==> src/rtl/dual_slot_rr_arbiter_pkg.sv <==
// Shared types and helpers for the dual-slot round-robin arbiter.
package dsrr_pkg;

  typedef enum logic {
    SLOT_FREE = 1'b0,
    SLOT_BUSY = 1'b1
  } slot_state_e;

  localparam int NUM_SLOTS = 2;

  function automatic int idx_w(input int n);
    return (n > 1) ? $clog2(n) : 1;
  endfunction

endpackage

==> src/rtl/dual_slot_rr_arbiter_lowest_two_pick.sv <==
// Finds the two lowest set bits of a vector, returned one-hot with found flags.
module lowest_two_pick #(
  parameter int WIDTH = 12
) (
  input  logic [WIDTH-1:0] vec_i,
  output logic [WIDTH-1:0] first_oh_o,
  output logic             first_found_o,
  output logic [WIDTH-1:0] second_oh_o,
  output logic             second_found_o
);

  logic [WIDTH-1:0] rest;

  // x & -x isolates the lowest set bit
  assign first_oh_o     = vec_i & (~vec_i + WIDTH'(1));
  assign first_found_o  = |vec_i;
  assign rest           = vec_i & ~first_oh_o;
  assign second_oh_o    = rest & (~rest + WIDTH'(1));
  assign second_found_o = |rest;

endmodule

==> src/rtl/dual_slot_rr_arbiter.sv <==
// Two-slot round-robin arbiter; grants are held until the slot reports done.
// Optional hold timeout enabled by defining DSRR_TIMEOUT_EN.
module dual_slot_rr_arbiter
  import dsrr_pkg::*;
#(
  parameter int WIDTH      = 12,
  parameter int TMO_CYCLES = 16
) (
  input  logic                     clk_i,
  input  logic                     rst_ni,
  input  logic [WIDTH-1:0]         req_i,
  input  logic [1:0]               done_i,
  output logic [WIDTH-1:0]         grant_o,
  output logic [1:0]               slot_vld_o,
  output logic [$clog2(WIDTH)-1:0] slot0_idx_o,
  output logic [$clog2(WIDTH)-1:0] slot1_idx_o
`ifdef DSRR_TIMEOUT_EN
  ,
  output logic [1:0]               timeout_o
`endif
);

  localparam int IW = idx_w(WIDTH);

  slot_state_e [NUM_SLOTS-1:0]          state_q;
  logic        [NUM_SLOTS-1:0][IW-1:0]  idx_q;
  logic        [IW-1:0]                 ptr_q, ptr_d;
  logic        [WIDTH-1:0]              grant_q, grant_d;

  logic [WIDTH-1:0]   owner_mask, cand, cand_rot;
  logic [2*WIDTH-1:0] cand_dbl, first_dbl, second_dbl;
  logic [WIDTH-1:0]   first_oh_rot, second_oh_rot;
  logic               first_found, second_found;
  logic [IW-1:0]      first_idx, second_idx;

  logic [NUM_SLOTS-1:0]         pick, keep, tmo_fire;
  logic [NUM_SLOTS-1:0][IW-1:0] pick_idx;

  function automatic logic [IW-1:0] oh2idx(input logic [WIDTH-1:0] oh);
    logic [IW-1:0] idx;
    idx = '0;
    for (int i = 0; i < WIDTH; i++) begin
      if (oh[i]) idx = IW'(i);
    end
    return idx;
  endfunction

  function automatic logic [IW-1:0] wrap_inc(input logic [IW-1:0] i);
    return (int'(i) == WIDTH - 1) ? '0 : i + IW'(1);
  endfunction

  always_comb begin
    owner_mask = '0;
    for (int s = 0; s < NUM_SLOTS; s++) begin
      if (state_q[s] == SLOT_BUSY) owner_mask[idx_q[s]] = 1'b1;
    end
  end

  assign cand     = req_i & ~owner_mask;
  // Rotate so that ptr_q lands on bit 0, pick, then rotate the picks back
  assign cand_dbl = {cand, cand} >> ptr_q;
  assign cand_rot = cand_dbl[WIDTH-1:0];

  lowest_two_pick #(.WIDTH(WIDTH)) u_pick (
    .vec_i          (cand_rot),
    .first_oh_o     (first_oh_rot),
    .first_found_o  (first_found),
    .second_oh_o    (second_oh_rot),
    .second_found_o (second_found)
  );

  assign first_dbl  = {first_oh_rot, first_oh_rot} << ptr_q;
  assign second_dbl = {second_oh_rot, second_oh_rot} << ptr_q;
  assign first_idx  = oh2idx(first_dbl[2*WIDTH-1:WIDTH]);
  assign second_idx = oh2idx(second_dbl[2*WIDTH-1:WIDTH]);

  always_comb begin
    pick     = '0;
    pick_idx = '0;
    ptr_d    = ptr_q;
    if (state_q[0] == SLOT_FREE && state_q[1] == SLOT_FREE) begin
      pick[0]     = first_found;
      pick_idx[0] = first_idx;
      pick[1]     = second_found;
      pick_idx[1] = second_idx;
      if (second_found)     ptr_d = wrap_inc(second_idx);
      else if (first_found) ptr_d = wrap_inc(first_idx);
    end else begin
      for (int s = 0; s < NUM_SLOTS; s++) begin
        if (state_q[s] == SLOT_FREE) begin
          pick[s]     = first_found;
          pick_idx[s] = first_idx;
          if (first_found) ptr_d = wrap_inc(first_idx);
        end
      end
    end
  end

`ifdef DSRR_TIMEOUT_EN
  localparam int CW = $clog2(TMO_CYCLES + 1);

  logic [NUM_SLOTS-1:0][CW-1:0] cnt_q;
  logic [1:0]                   timeout_q;

  always_comb begin
    for (int s = 0; s < NUM_SLOTS; s++) begin
      tmo_fire[s] = (state_q[s] == SLOT_BUSY) && !done_i[s] &&
                    (cnt_q[s] == CW'(TMO_CYCLES - 1));
    end
  end

  always_ff @(posedge clk_i or negedge rst_ni) begin
    if (!rst_ni) begin
      cnt_q     <= '0;
      timeout_q <= '0;
    end else begin
      for (int s = 0; s < NUM_SLOTS; s++) begin
        if (pick[s])                       cnt_q[s] <= '0;
        else if (state_q[s] == SLOT_BUSY)  cnt_q[s] <= cnt_q[s] + CW'(1);
      end
      timeout_q <= tmo_fire;
    end
  end

  assign timeout_o = timeout_q;
`else
  logic unused_tmo_cfg;
  assign unused_tmo_cfg = ^TMO_CYCLES;
  assign tmo_fire       = '0;
`endif

  always_comb begin
    grant_d = '0;
    for (int s = 0; s < NUM_SLOTS; s++) begin
      keep[s] = (state_q[s] == SLOT_BUSY) && !done_i[s] && !tmo_fire[s];
      if (keep[s])      grant_d[idx_q[s]]    = 1'b1;
      else if (pick[s]) grant_d[pick_idx[s]] = 1'b1;
    end
  end

  // A slot released at this edge stays FREE for one cycle before it can pick
  always_ff @(posedge clk_i or negedge rst_ni) begin
    if (!rst_ni) begin
      for (int s = 0; s < NUM_SLOTS; s++) begin
        state_q[s] <= SLOT_FREE;
      end
      idx_q   <= '0;
      ptr_q   <= '0;
      grant_q <= '0;
    end else begin
      for (int s = 0; s < NUM_SLOTS; s++) begin
        case (state_q[s])
          SLOT_FREE: begin
            if (pick[s]) begin
              state_q[s] <= SLOT_BUSY;
              idx_q[s]   <= pick_idx[s];
            end
          end
          SLOT_BUSY: begin
            if (!keep[s]) state_q[s] <= SLOT_FREE;
          end
          default: state_q[s] <= SLOT_FREE;
        endcase
      end
      ptr_q   <= ptr_d;
      grant_q <= grant_d;
    end
  end

  assign grant_o     = grant_q;
  assign slot_vld_o  = {state_q[1] == SLOT_BUSY, state_q[0] == SLOT_BUSY};
  assign slot0_idx_o = idx_q[0];
  assign slot1_idx_o = idx_q[1];

endmodule

==> config.mk <==
export PLATFORM = sky130hd
export DESIGN_NAME = dual_slot_rr_arbiter
export DESIGN_NICKNAME = d
export VERILOG_FILES = /design/src/rtl/dual_slot_rr_arbiter_pkg.sv /design/src/rtl/dual_slot_rr_arbiter_lowest_two_pick.sv /design/src/rtl/dual_slot_rr_arbiter.sv
export SDC_FILE = /design/constraint.sdc
export NUM_CORES = 1
export LEC_CHECK = 0
export ABC_AREA = 1
export CAP_MARGIN = 40
export CELL_PAD_IN_SITES_DETAIL_PLACEMENT = 1
export CELL_PAD_IN_SITES_GLOBAL_PLACEMENT = 1
export CORE_ASPECT_RATIO = 0.7
export CORE_MARGIN = 3
export CORE_UTILIZATION = 45
export DETAILED_ROUTE_END_ITERATION = 8
export DONT_BUFFER_PORTS = 1
export HOLD_SLACK_MARGIN = 0.02
export PLACE_DENSITY = 0.88
export SYNTH_ARGS = -nofsm -noshare
export SYNTH_HDL_FRONTEND = slang
export SYNTH_SLANG_ARGS = --single-unit
==> constraint.sdc <==
create_clock -name clk_i -period 6 [get_ports clk_i]
set_input_delay 0.9 -clock clk_i [delete_from_list [all_inputs] [get_ports clk_i]]
set_output_delay 0.9 -clock clk_i [all_outputs]
set_load 0.02 [all_outputs]
Yosys cells after proc, flatten, opt, wreduce, memory -nomap -nowiden
Index checks and enable logic that the tools add are counted.

Register bits after elaboration: 26. Input port bits: 16. Output and inout port bits: 22. Logic and storage cells: 105.

Add/sub/neg operators: 4. Order comparisons: 8. Equality and inequality tests: 2. Shift operators: 3. Multiplexer cells: 56. Bitwise gates (word level): 13. Reductions and logical operators: 13.

Operators by type and width (number): $mux 4 (23); $mux 12 (6); $and 12x12->12 (4); $not 12->12 (4); $shl 24x4->24 (2); $or 12x12->12 (3); $add 12x1->12 const B (2); $reduce_or 12->1 (2); $shr 24x4->12 (1); $lt 4x5->1 const B (4); $demux 1 s4 (4); $ge 4x1->1 const B (4); $mux 1 (12); $mux 3 (4); $add 4x1->4 const B (2); $eq 4x4->1 const B (2); $mux 2 (4); $mux 8 (1); $logic_and 1x1->1 (7); $pmux 1 s2 (2); $reduce_and 2->1 (2); $logic_not 1->1 (2); $not 1->1 (2).

Logic depth before layout (Yosys ltp)
Gate-level depths: netlist of the first run.

Depth after elaboration: 40. Gate-level depth with buffers: 35. Gate-level depth less buffers: 35.

Modules after synthesis
From an unflattened synthesis of the first run, not the netlist that was laid out.

Cell total of the unflattened synthesis: 791. Area, all modules: 4257.8 µm².

Modules (own cells, without submodules): dual_slot_rr_arbiter (instances 1, cells each 704, area each 3865.0 µm², seq. area each 650.6 µm²); lowest_two_pick (instances 1, cells each 87, area each 392.9 µm², seq. area each 0.0 µm²).

Least setup slack after synthesis of the first run
OpenSTA, ideal clock, no wires.

Path type: in2reg. Start point: input port req_i[10]. End point: register ptr_q[1]. Setup time: 0.116 ns. Arrival: 3.455 ns. Data required time: 5.884 ns. Setup slack: 2.430 ns. Stages on the path: 25. Buffers on the path: 0. Cell sequence: inv_1 > nor2_1 > nand3_2 > nand3_1 > nand3_2 > nand3_2 > nand2_4 > nand2_4 > inv_2 > nand2_1 > nor2_1 > a31oi_1 > nand2_1 > o21ai_1 > or2_1 > o21ai_1 > nand2_1 > nand2_1 > nor2_1 > nand2_1 > nor2_2 > nand3_4 > ha_1 > o21ai_0 > o311ai_0.

Word-level cells in the longest chain between the ends: 26. Elaborated cells on any way between the ends: 48. Classes of those cells: add/sub (4); eq/ne (2); shift (3); mux (30); bitwise (7); reduce/logical (2).

Ends and longest elaborated chain: start: declaration (RTL line dual_slot_rr_arbiter.sv:11) `input logic [WIDTH-1:0] req_i,`; $and 12x12->12 (*) (RTL line dual_slot_rr_arbiter.sv:59) `assign cand = req_i & ~owner_mask;`; $shr 24x4->12 (*) (RTL line dual_slot_rr_arbiter.sv:61) `assign cand_dbl = {cand, cand} >> ptr_q;`; $not 12->12 (RTL line dual_slot_rr_arbiter_lowest_two_pick.sv:15) `assign first_oh_o = vec_i & (~vec_i + WIDTH'(1));`; $add 12x1->12 (RTL line dual_slot_rr_arbiter_lowest_two_pick.sv:15); $and 12x12->12 (RTL line dual_slot_rr_arbiter_lowest_two_pick.sv:15); $not 12->12 (RTL line dual_slot_rr_arbiter_lowest_two_pick.sv:17) `assign rest = vec_i & ~first_oh_o;`; $and 12x12->12 (RTL line dual_slot_rr_arbiter_lowest_two_pick.sv:17); $not 12->12 (RTL line dual_slot_rr_arbiter_lowest_two_pick.sv:18) `assign second_oh_o = rest & (~rest + WIDTH'(1));`; (+3 left out); $mux 1 (RTL line dual_slot_rr_arbiter.sv:43) `if (oh[i]) idx = IW'(i);`; $mux 2 (RTL line dual_slot_rr_arbiter.sv:43); $mux 4 (9 in a row) (RTL line dual_slot_rr_arbiter.sv:43); $add 4x1->4 / $eq 4x4->1 (equally long branches) (RTL line dual_slot_rr_arbiter.sv:49) `return (int'(i) == WIDTH - 1) ? '0 : i + IW'(1);`; $mux 4 (RTL line dual_slot_rr_arbiter.sv:49); $mux 4 (RTL line dual_slot_rr_arbiter.sv:86) `if (second_found) ptr_d = wrap_inc(second_idx);`; $mux 4 (*) (RTL line dual_slot_rr_arbiter.sv:81) `if (state_q[0] == SLOT_FREE && state_q[1] == SLOT_FREE) begin`; named net ptr_d[1] (RTL line dual_slot_rr_arbiter.sv:27) `logic [IW-1:0] ptr_q, ptr_d;`; end signal: assignment (RTL line dual_slot_rr_arbiter.sv:165) `ptr_q <= ptr_d;`; end: declaration (RTL line dual_slot_rr_arbiter.sv:27).

Mark *: on every way through the listed nets, which the timed path passes. The rest lies on a longest branch. A chain may end at the register's enable or synchronous reset.

Worst setup path in the final report of the first run
Start point: register ptr_q[1]. End point: register ptr_q[1].

Word-level cells in the longest chain between the ends: 25. Elaborated cells on any way between the ends: 47. Classes of those cells: add/sub (4); eq/ne (2); shift (3); mux (30); bitwise (6); reduce/logical (2).

Ends and longest elaborated chain (RTL line): $shr 24x4->12 (dual_slot_rr_arbiter.sv:61); $not 12->12 (dual_slot_rr_arbiter_lowest_two_pick.sv:15); $add 12x1->12 (dual_slot_rr_arbiter_lowest_two_pick.sv:15); $and 12x12->12 (dual_slot_rr_arbiter_lowest_two_pick.sv:15); $not 12->12 (dual_slot_rr_arbiter_lowest_two_pick.sv:17); $and 12x12->12 (dual_slot_rr_arbiter_lowest_two_pick.sv:17); $not 12->12 (dual_slot_rr_arbiter_lowest_two_pick.sv:18); $add 12x1->12 (dual_slot_rr_arbiter_lowest_two_pick.sv:18); (+2 left out); $mux 1 (dual_slot_rr_arbiter.sv:43); $mux 2 (dual_slot_rr_arbiter.sv:43); $mux 4 (9 in a row) (dual_slot_rr_arbiter.sv:43); $add 4x1->4 / $eq 4x4->1 (equally long branches) (dual_slot_rr_arbiter.sv:49); $mux 4 (dual_slot_rr_arbiter.sv:49); $mux 4 (dual_slot_rr_arbiter.sv:86); $mux 4 (*) (dual_slot_rr_arbiter.sv:81); named net ptr_d[1] (dual_slot_rr_arbiter.sv:27).

Marks and branches as above.

==> out/metrics.csv, run 1 <==
metric,value,unit
antenna violations before repair,0,
Clock Pin Slew Worst Setup and Hold Paths,0.07,ns
final antenna diode count,0,
GRT Total Usage,0.2991,
clk_skew,0.009357,ns
Worst Setup SP,ptr_q[1],
"commonest non-fill, non-tap cell in the layout",nand2_1,
Die W,127.9,um
GP Congestion,0.8994,
Max Buffers Root-to-Sink,2,
first-pass GRT wire length,28.84,mm
Crit path max-delay family,simple AND/OR/NAND/NOR gates,
Worst Setup Start Kind,register,
"Top cell by count, worst path",nand2_1,
Syn Inst Count,841,
TritonCTS clock tree,yes,
# Max-Cap Violations,0,
worst-path fanout max,49,
Post-CTS Setup Inserts,0,
asr flop ratio synth,1.000,
"wirelength, routed",17.48,mm
min-delay worst type,in -> async,
internal reg-to-reg setup slack,1.20,ns
Residual DRC,0,
Setup crit end,ptr_q[1],
IO Port Bufs,0,
fin. max-slew vios,0,
Mapped Area,0.004682,sq mm
largest net degree at the start of global routing,50,
clk sinks,26,
Worst Path Arrival,4.91,ns
Detailed Place HPWL,13.77,mm
worst r2r src,ptr_q[1],
critical path type,reg -> reg,
final setup vio count,0,
layout cell share with drive strength beyond 1,0.1564,
Final TNS setup,0,ns
synth warn,0,
syn nets,859,
Final Hold Fails,0,
H-tree levels,1,
slew of the pin with the lowest slew margin,0.8415,ns
fin crit share,0.7994,
WP buf/inv,3,
status,"complete, no violations",
unrepaired setup endpoints after global routing,false,
number of enable flip-flop cells after synthesis,0,
Crit path required time,6.11,ns
Initial Util,0.4725,
fillcell total,1476,
Synth Area per Inst,5.567,sq um
Layout Utilization,0.4848,
Multi-input gate area,0.003495,sq mm
Congestion Overflow GR,0,
Seq cells post-synth,26,
"Cell Area, Placed",0.004700,sq mm
sequential area share after synthesis,0.1390,
via count,5702,
Total Nets Final,831,
clk root buf,clkbuf_16,
Vias/cell,6.066,
slew margin rel.,0.4369,
Std-Cell Core Area,0.009910,sq mm
Synth cell types,44,
Worst path slowest cell,clkinv_1,
largest stage delay on the critical path,0.63,ns
Skew-Pair Late Insertion Delay,0.27,ns
Post-CTS Resized,0,
DR WL/cell,18.60,um
DRT Pass-1 Iters,5,
CP Capture Type,register,
CP Depth,24,
post-layout min period,4.796,ns
R2R cell count,24,
# rows,30,
die footprint,0.01168,sq mm
Final Cell Area,0.004805,sq mm
"Critical Path, Cell by Cell",buf_4 > clkinv_1 > nand3_1 > nand3_1 > nand3_1 > nand2_2 > nand2_4 > inv_2 > nand2_1 > nor2_1 > a31oi_1 > nand2_1 > o21ai_1 > or2_1 > o21ai_1 > nand2_1 > nand2_1 > nor2_1 > nand2_1 > nor2_2 > nand3_4 > ha_1 > o21ai_0 > o311ai_0,
r2r endpoint,ptr_q[1],
vias in the first global route,5670,
area delta synth->final,2.619,%
most frequent cells in the layout,"nand2_1, nand3_1, inv_1",
IO Pins,38,
Register Area,650.6,sq um
ys flop type,dfrtp_1,
1st-iter DRT viols,359,
achievable frequency,0.2085,GHz
Die Ht,91.34,um
number of hold buffers added after cts,0,
TritonCTS Buffers,3,
Post-DRT Antenna Nets,0,
-- routing by layer --
| metal | routed length, um | track usage | vias to the layer above | part of all wire |
|---|---|---|---|---|
| met3 | 1222 | 0.05644 | 27 | 0.070 |
| met2 | 7880 | 0.4887 | 186 | 0.45 |
| met1 | 8073 | 0.4142 | 2773 | 0.46 |
| met4 | 305 | 0.05212 | 0 | 0.017 |
| met5 | 0 | 0 | - | 0 |
| li1 | - | - | 2716 | - |
-- final cells by class --
cell class,instances,area share
sequential,26,0.1354
clock inverter,1,0.006250
timing repair buffer,6,0.01094
multi-input combinational,685,0.7273
clock buffer,3,0.01562
inverter,91,0.07109
tap,128,0.03333
-- worst min path at each step --
stage,start,to,slack (ns),cells past startpoint
2_1_floorplan,rst_ni,grant_o[0],0.60,0
3_3_place_gp,rst_ni,slot0_idx_o[3],0.60,0
3_5_place_dp,rst_ni,slot0_idx_o[0],0.60,0
4_1_cts,rst_ni,slot0_idx_o[2],0.32,0
5_1_grt,rst_ni,slot0_idx_o[3],0.31,0
6_report,rst_ni,slot0_idx_o[2],0.32,0
-- cells by family after synthesis --
logic type      after synthesis  synth area share
buf+inv                     130            0.1146
simple gates                607            0.6424
xor+xnor                      1          0.001871
flops                        26            0.1390
fa+ha+maj                     2          0.005344
compound gates               75           0.09674
-- registers in the layout (all words and copies together) (netlist names) --
signal,count
grant_o,12
ptr_q,4
slot0_idx_o,4
slot1_idx_o,4
slot_vld_o,2
-- cells in the mapped netlist (2+ instances only) --
library cell    n  area, sq um
a21oi_1         3        15.01
a22o_1          2        17.52
a31oi_1         5        31.28
buf_1           5        18.77
buf_2          24        120.1
buf_4           5        37.54
clkbuf_1        5        18.77
clkinv_1        2        7.510
dfrtp_1        26        650.6
ha_1            2        25.02
inv_1          68        255.2
inv_2          21        78.83
nand2_1       259        972.2
nand2_2        32        200.2
nand2_4         6        67.56
nand3_1       179        895.9
nand3_2        22        220.2
nand4_1        28        175.2
nor2_1         48        180.2
nor2_2         15        93.84
nor2_4          8        90.09
nor3_2          2        20.02
o21a_1          3        22.52
o21ai_0        29        145.1
o21ai_1        16        80.08
o21ai_2         5        43.79
o21bai_1        2        15.01
o22ai_1         2        12.51
or2_1           2        12.51
-- metrics by stage --
stage,hold WS [ns],setup WS (ns),instances
3_3_place_gp,0.6049,1.063,935
5_1_grt,0.3115,0.7640,940
6_report,0.3178,1.204,940
3_5_place_dp,0.6049,1.265,936
4_1_cts,0.3179,1.248,940
2_1_floorplan,0.6044,2.430,841
Power of run 1 is not shown: default switching activity piles up to over one toggle a cycle in this logic, so the estimate is an artifact.
==> run 2, diff against run 1 <==
clock period = 4.9 ns   (was 6 ns; I/O delays follow)
==> run 2 against run 1 <==
  * Non-clock buffer count up 5
  * Sequential share of layout area down 0.072 points
  * Fmax up 4.8%
  * Count of clock-buffer cells in the layout unchanged
  * Sequential cell count unchanged
  * Highest routed layer unchanged
==> out/metrics.csv, run 2 (synthesis gave the netlist of run 1 again) <==
metric,value,unit,change
Total Nets Final,836,,+0.60%
# Max-Cap Violations,0,,unchanged
"commonest non-fill, non-tap cell in the layout",nand2_1,,
status,"complete, no violations",,
TritonCTS clock tree,yes,,
DRT Pass-1 Iters,6,,+1
Multi-input gate area,0.003495,sq mm,unchanged
Residual DRC,0,,unchanged
most frequent cells in the layout,"nand2_1, nand3_1, inv_1",,
final setup vio count,0,,unchanged
DR WL/cell,19.12,um,+2.8%
IO Port Bufs,0,,unchanged
layout cell share with drive strength beyond 1,0.1640,,+0.007611
Worst Path Arrival,4.77,ns,-0.14 ns
Final Cell Area,0.004840,sq mm,+0.73%
slew of the pin with the lowest slew margin,0.8156,ns,-0.02583 ns
Die Ht,91.34,um,unchanged
"Most Used Layer, Global Route",met2,,
met1 usage,0.4540,,+0.03973
slew margin rel.,0.4542,,+0.01729
GP Congestion,1.001,,+11%
Die W,127.9,um,unchanged
via count,5712,,+0.18%
fin crit share,0.9342,,+0.1348
clk sinks,26,,unchanged
"wirelength, routed",18.07,mm,+3.4%
largest stage delay on the critical path,0.74,ns,+0.11 ns
worst-path fanout max,17,,-65%
1st-iter DRT viols,464,,+29%
Largest register FFs,12,,unchanged
Clock Pin Slew Worst Setup and Hold Paths,0.07,ns,about the same
Final Hold Fails,0,,unchanged
WP buf/inv,1,,-2
critical path type,reg -> reg,,
clk_skew,0.006687,ns,-0.002670 ns
Skew-Pair Late Insertion Delay,0.26,ns,about the same
met3 global-route usage,0.07231,,+0.01587
met2 Use GR,0.4643,,-0.02439
Worst path slowest cell,dfrtp_1,,
Vias/cell,6.044,,-0.35%
Crit path required time,5.10,ns,-1.01 ns
Post-DRT Antenna Nets,0,,unchanged
final antenna diode count,0,,unchanged
Congestion Overflow GR,0,,unchanged
GRT Total Usage,0.3076,,+0.008465
fin. max-slew vios,0,,unchanged
min-delay worst type,in -> async,,
Crit path max-delay family,simple AND/OR/NAND/NOR gates,,
area delta synth->final,3.367,%,
fillcell total,1468,,-0.54%
# rows,30,,unchanged
first-pass GRT wire length,29.61,mm,+2.7%
die footprint,0.01168,sq mm,unchanged
Worst Setup Start Kind,register,,
number of hold buffers added after cts,0,,unchanged
"Top cell by count, worst path",nand2_1,,
"Critical Path, Cell by Cell",clkinvlp_4 > nand3_1 > nand2_1 > nand2_1 > nand3_1 > nand2_1 > nand2_2 > nand2_1 > nor2_1 > o21ai_0 > o22ai_1 > nand2_1 > nand3_1 > nand2_1 > nand3_1 > nor2_1 > nand4_4 > ha_1 > a21oi_1 > nand2_1 > nand2_1 > nand2_1 > nand2_1,,
vias in the first global route,5703,,+0.58%
Post-CTS Setup Inserts,0,,unchanged
CP Depth,23,,-4.2%
H-tree levels,1,,unchanged
clk root buf,clkbuf_16,,
"Cell Area, Placed",0.004730,sq mm,+0.64%
unrepaired setup endpoints after global routing,false,,
R2R cell count,23,,-4.2%
post-layout min period,4.577,ns,-0.2189 ns
IO Pins,38,,unchanged
achievable frequency,0.2185,GHz,+4.8%
Register Area,651.9,sq um,+0.19%
Detailed Place HPWL,14.66,mm,+6.5%
TritonCTS Buffers,3,,unchanged
largest net degree at the start of global routing,46,,-8.0%
Std-Cell Core Area,0.009910,sq mm,unchanged
Initial Util,0.4725,,unchanged
Max Buffers Root-to-Sink,2,,unchanged
CP Capture Type,register,,
Final TNS setup,0,ns,unchanged
antenna violations before repair,0,,unchanged
-- run 2: cell count changes in the layout (fill, tap and decap cells not counted), sizes merged --
| cell | previous run | this run |
|---|---|---|
| clkinv | 2 | 1 |
| clkinvlp | 0 | 1 |
| buf | 6 | 11 |
-- run 2: cell type report --
type,instances,share of cell area
multi-input combinational,685,0.7221
sequential,26,0.1347
inverter,91,0.07135
tap,128,0.03309
timing repair buffer,11,0.01706
clock buffer,3,0.01551
clock inverter,1,0.006205
-- run 2: worst paths after layout --
path | from | to | slack, ns
max | ptr_q[1] | ptr_q[3] | 0.32
min | rst_ni | slot0_idx_o[0] | 0.16
max reg2reg | ptr_q[1] | ptr_q[3] | 0.32
min reg2reg | slot1_idx_o[1] | slot1_idx_o[1] | 0.72
max in group asynchronous | rst_ni | slot1_idx_o[1] | 4.66
min in group clk_i | done_i[0] | slot_vld_o[0] | 0.56
-- run 2: what timing repair did --
action                     4_1_cts  5_1_grt
resized for setup                0        2
hold endpoints to repair         0        0
setup endpoints to repair        0        3
-- run 2: per-layer routing --
metal	wire length, um	vias to the layer above
li1	-	2723
met1	8574	2757
met2	7775	204
met3	1488	28
met4	232	0
met5	0	-
-- run 2: per-stage QoR --
stage	setup WS (ns)	hold WS, ns	instances	utilization
finish	0.3226	0.1577	945	0.4884
global placement	0.6345	0.4399	941	0.4773
global route	0.01809	0.1513	945	0.4884
floorplan	1.482	0.4394	841	-
CTS	0.3918	0.1564	945	0.4879
detailed placement	0.4485	0.4398	941	0.4773
-- run 2: worst register-to-register path, delay by kind of cell, from the launching register on --
kind            cells  cell delay [ns]
compound gates      3             0.90
buf+inv             1             0.48
fa+ha+maj           1             0.25
simple gates       18             2.16
flops               1             0.74
Power of run 2 is left out for the same reason.
==> run 3, diff against run 2 <==
clock period = 5.6 ns   (was 4.9 ns; I/O delays follow)
==> run 3 against run 2 <==
  * Global-route usage fell by 0.39 points
  * Sequential share of layout area hardly changed
  * Clock skew increased by 0.0019 ns
  * First-iteration DRC count down 10%
  * Highest routed layer unchanged
  * Register-to-register slack improved by 0.65 ns
  * Sequential cell count unchanged
  * Critical path depth is 8 higher
  * Setup slack better by 0.65 ns
  * Final area fell by 0.31%
  * Routed wire length shrank 0.26%
  * Core utilization is 0.15 points lower
  * Count of clock-buffer cells in the layout unchanged
==> out/metrics.csv, run 3 (synthesis gave the netlist of run 1 again) <==
metric,value,unit,change
final setup vio count,0,,unchanged
Worst path slowest cell,dfrtp_1,,
Post-DRT Antenna Nets,0,,unchanged
Std-Cell Core Area,0.009910,sq mm,unchanged
CP Capture Type,register,,
Register Area,650.6,sq um,-0.19%
"Top cell by count, worst path",nand2_1,,
clk root buf,clkbuf_16,,
TritonCTS clock tree,yes,,
GRT Total Usage,0.3037,,-0.003920
1st-iter DRT viols,416,,-10%
layout cell share with drive strength beyond 1,0.1574,,-0.006573
min-delay worst type,in -> async,,
worst-path fanout max,10,,-7
Post-CTS Setup Inserts,0,,unchanged
Skew-Pair Late Insertion Delay,0.27,ns,about the same
die footprint,0.01168,sq mm,unchanged
post-layout min period,4.626,ns,+0.04857 ns
vias in the first global route,5783,,+1.4%
largest net degree at the start of global routing,49,,+6.5%
worst r2r src,slot1_idx_o[0],,
DRT Pass-1 Iters,5,,-1
Congestion Overflow GR,0,,unchanged
Total Nets Final,832,,-0.48%
IO Port Bufs,0,,unchanged
Crit path required time,5.74,ns,+0.64 ns
Detailed Place HPWL,14.34,mm,-2.2%
final antenna diode count,0,,unchanged
Largest register FFs,12,,unchanged
Final TNS setup,0,ns,unchanged
Final Hold Fails,0,,unchanged
Die Ht,91.34,um,unchanged
fin crit share,0.8261,,-0.1081
via count,5779,,+1.2%
fin. max-slew vios,0,,unchanged
TritonCTS Buffers,3,,unchanged
# rows,30,,unchanged
Die W,127.9,um,unchanged
internal reg-to-reg setup slack,0.97,ns,+0.65 ns
clk sinks,26,,unchanged
number of hold buffers added after cts,0,,unchanged
largest stage delay on the critical path,0.56,ns,-0.18 ns
Worst Setup SP,slot1_idx_o[0],,
Post-CTS Resized,0,,unchanged
status,"complete, no violations",,
area delta synth->final,3.047,%,
Worst Setup Start Kind,register,,
# Max-Cap Violations,0,,unchanged
Residual DRC,0,,unchanged
Multi-input gate area,0.003495,sq mm,unchanged
fillcell total,1448,,-1.4%
first-pass GRT wire length,29.37,mm,-0.79%
r2r endpoint,ptr_q[3],,
H-tree levels,1,,unchanged
Clock Pin Slew Worst Setup and Hold Paths,0.07,ns,about the same
"commonest non-fill, non-tap cell in the layout",nand2_1,,
slew of the pin with the lowest slew margin,0.8585,ns,+0.04287 ns
"wirelength, routed",18.02,mm,-0.26%
unrepaired setup endpoints after global routing,false,,
achievable frequency,0.2162,GHz,-1.1%
Worst Path Arrival,4.77,ns,about the same
most frequent cells in the layout,"nand2_1, nand3_1, inv_1",,
critical path type,reg -> reg,,
Initial Util,0.4725,,unchanged
clk_skew,0.008539,ns,+0.001852 ns
Vias/cell,6.141,,+1.6%
slew margin rel.,0.4277,,-0.02657
IO Pins,38,,unchanged
GP Congestion,0.9414,,-5.9%
Max Buffers Root-to-Sink,2,,unchanged
DR WL/cell,19.15,um,+0.16%
R2R cell count,31,,+35%
antenna violations before repair,0,,unchanged
## run 3: how the worst max path moves through the flow
stage	endpoint
after floorplan	ptr_q[1]
after global placement	ptr_q[1]
after detailed placement	ptr_q[3]
after CTS	ptr_q[3]
after global routing	ptr_q[3]
final	ptr_q[3]
## run 3: metal layers
metal	GRT usage	wire [um]
met3	0.05056	1398
met4	0.05919	271
met5	0	0
met2	0.4869	8191
met1	0.4294	8161
## run 3: cell type report
type,instances,share of cell area
sequential,26,0.1349
tap,128,0.03320
clock inverter,1,0.006224
clock buffer,3,0.01556
timing repair buffer,7,0.01504
multi-input combinational,685,0.7243
inverter,91,0.07080
## run 3: per-stage QoR
stage | area [sq um] | worst slack, ns | util | hold WS (ns) | cells
floorplan | 4682 | 2.090 | - | 0.5444 | 841
global placement | 4692 | 1.185 | 0.4735 | 0.5449 | 936
global route | 4825 | 0.6679 | 0.4869 | 0.2486 | 941
detailed placement | 4720 | 1.147 | 0.4763 | 0.5449 | 937
finish | 4825 | 0.9740 | 0.4869 | 0.2589 | 941
CTS | 4825 | 1.101 | 0.4869 | 0.2608 | 941
## run 3: worst max-delay path, delay by kind of cell (launching register included)
family	cells	cell delay, ns
AO/OA/AOI/OAI	5	0.93
buffers and inverters	3	0.32
AND/OR/NAND/NOR	22	2.45
adder cells (fa/ha/maj)	1	0.21
flip-flops	1	0.56
Power of run 3 is left out for the same reason.
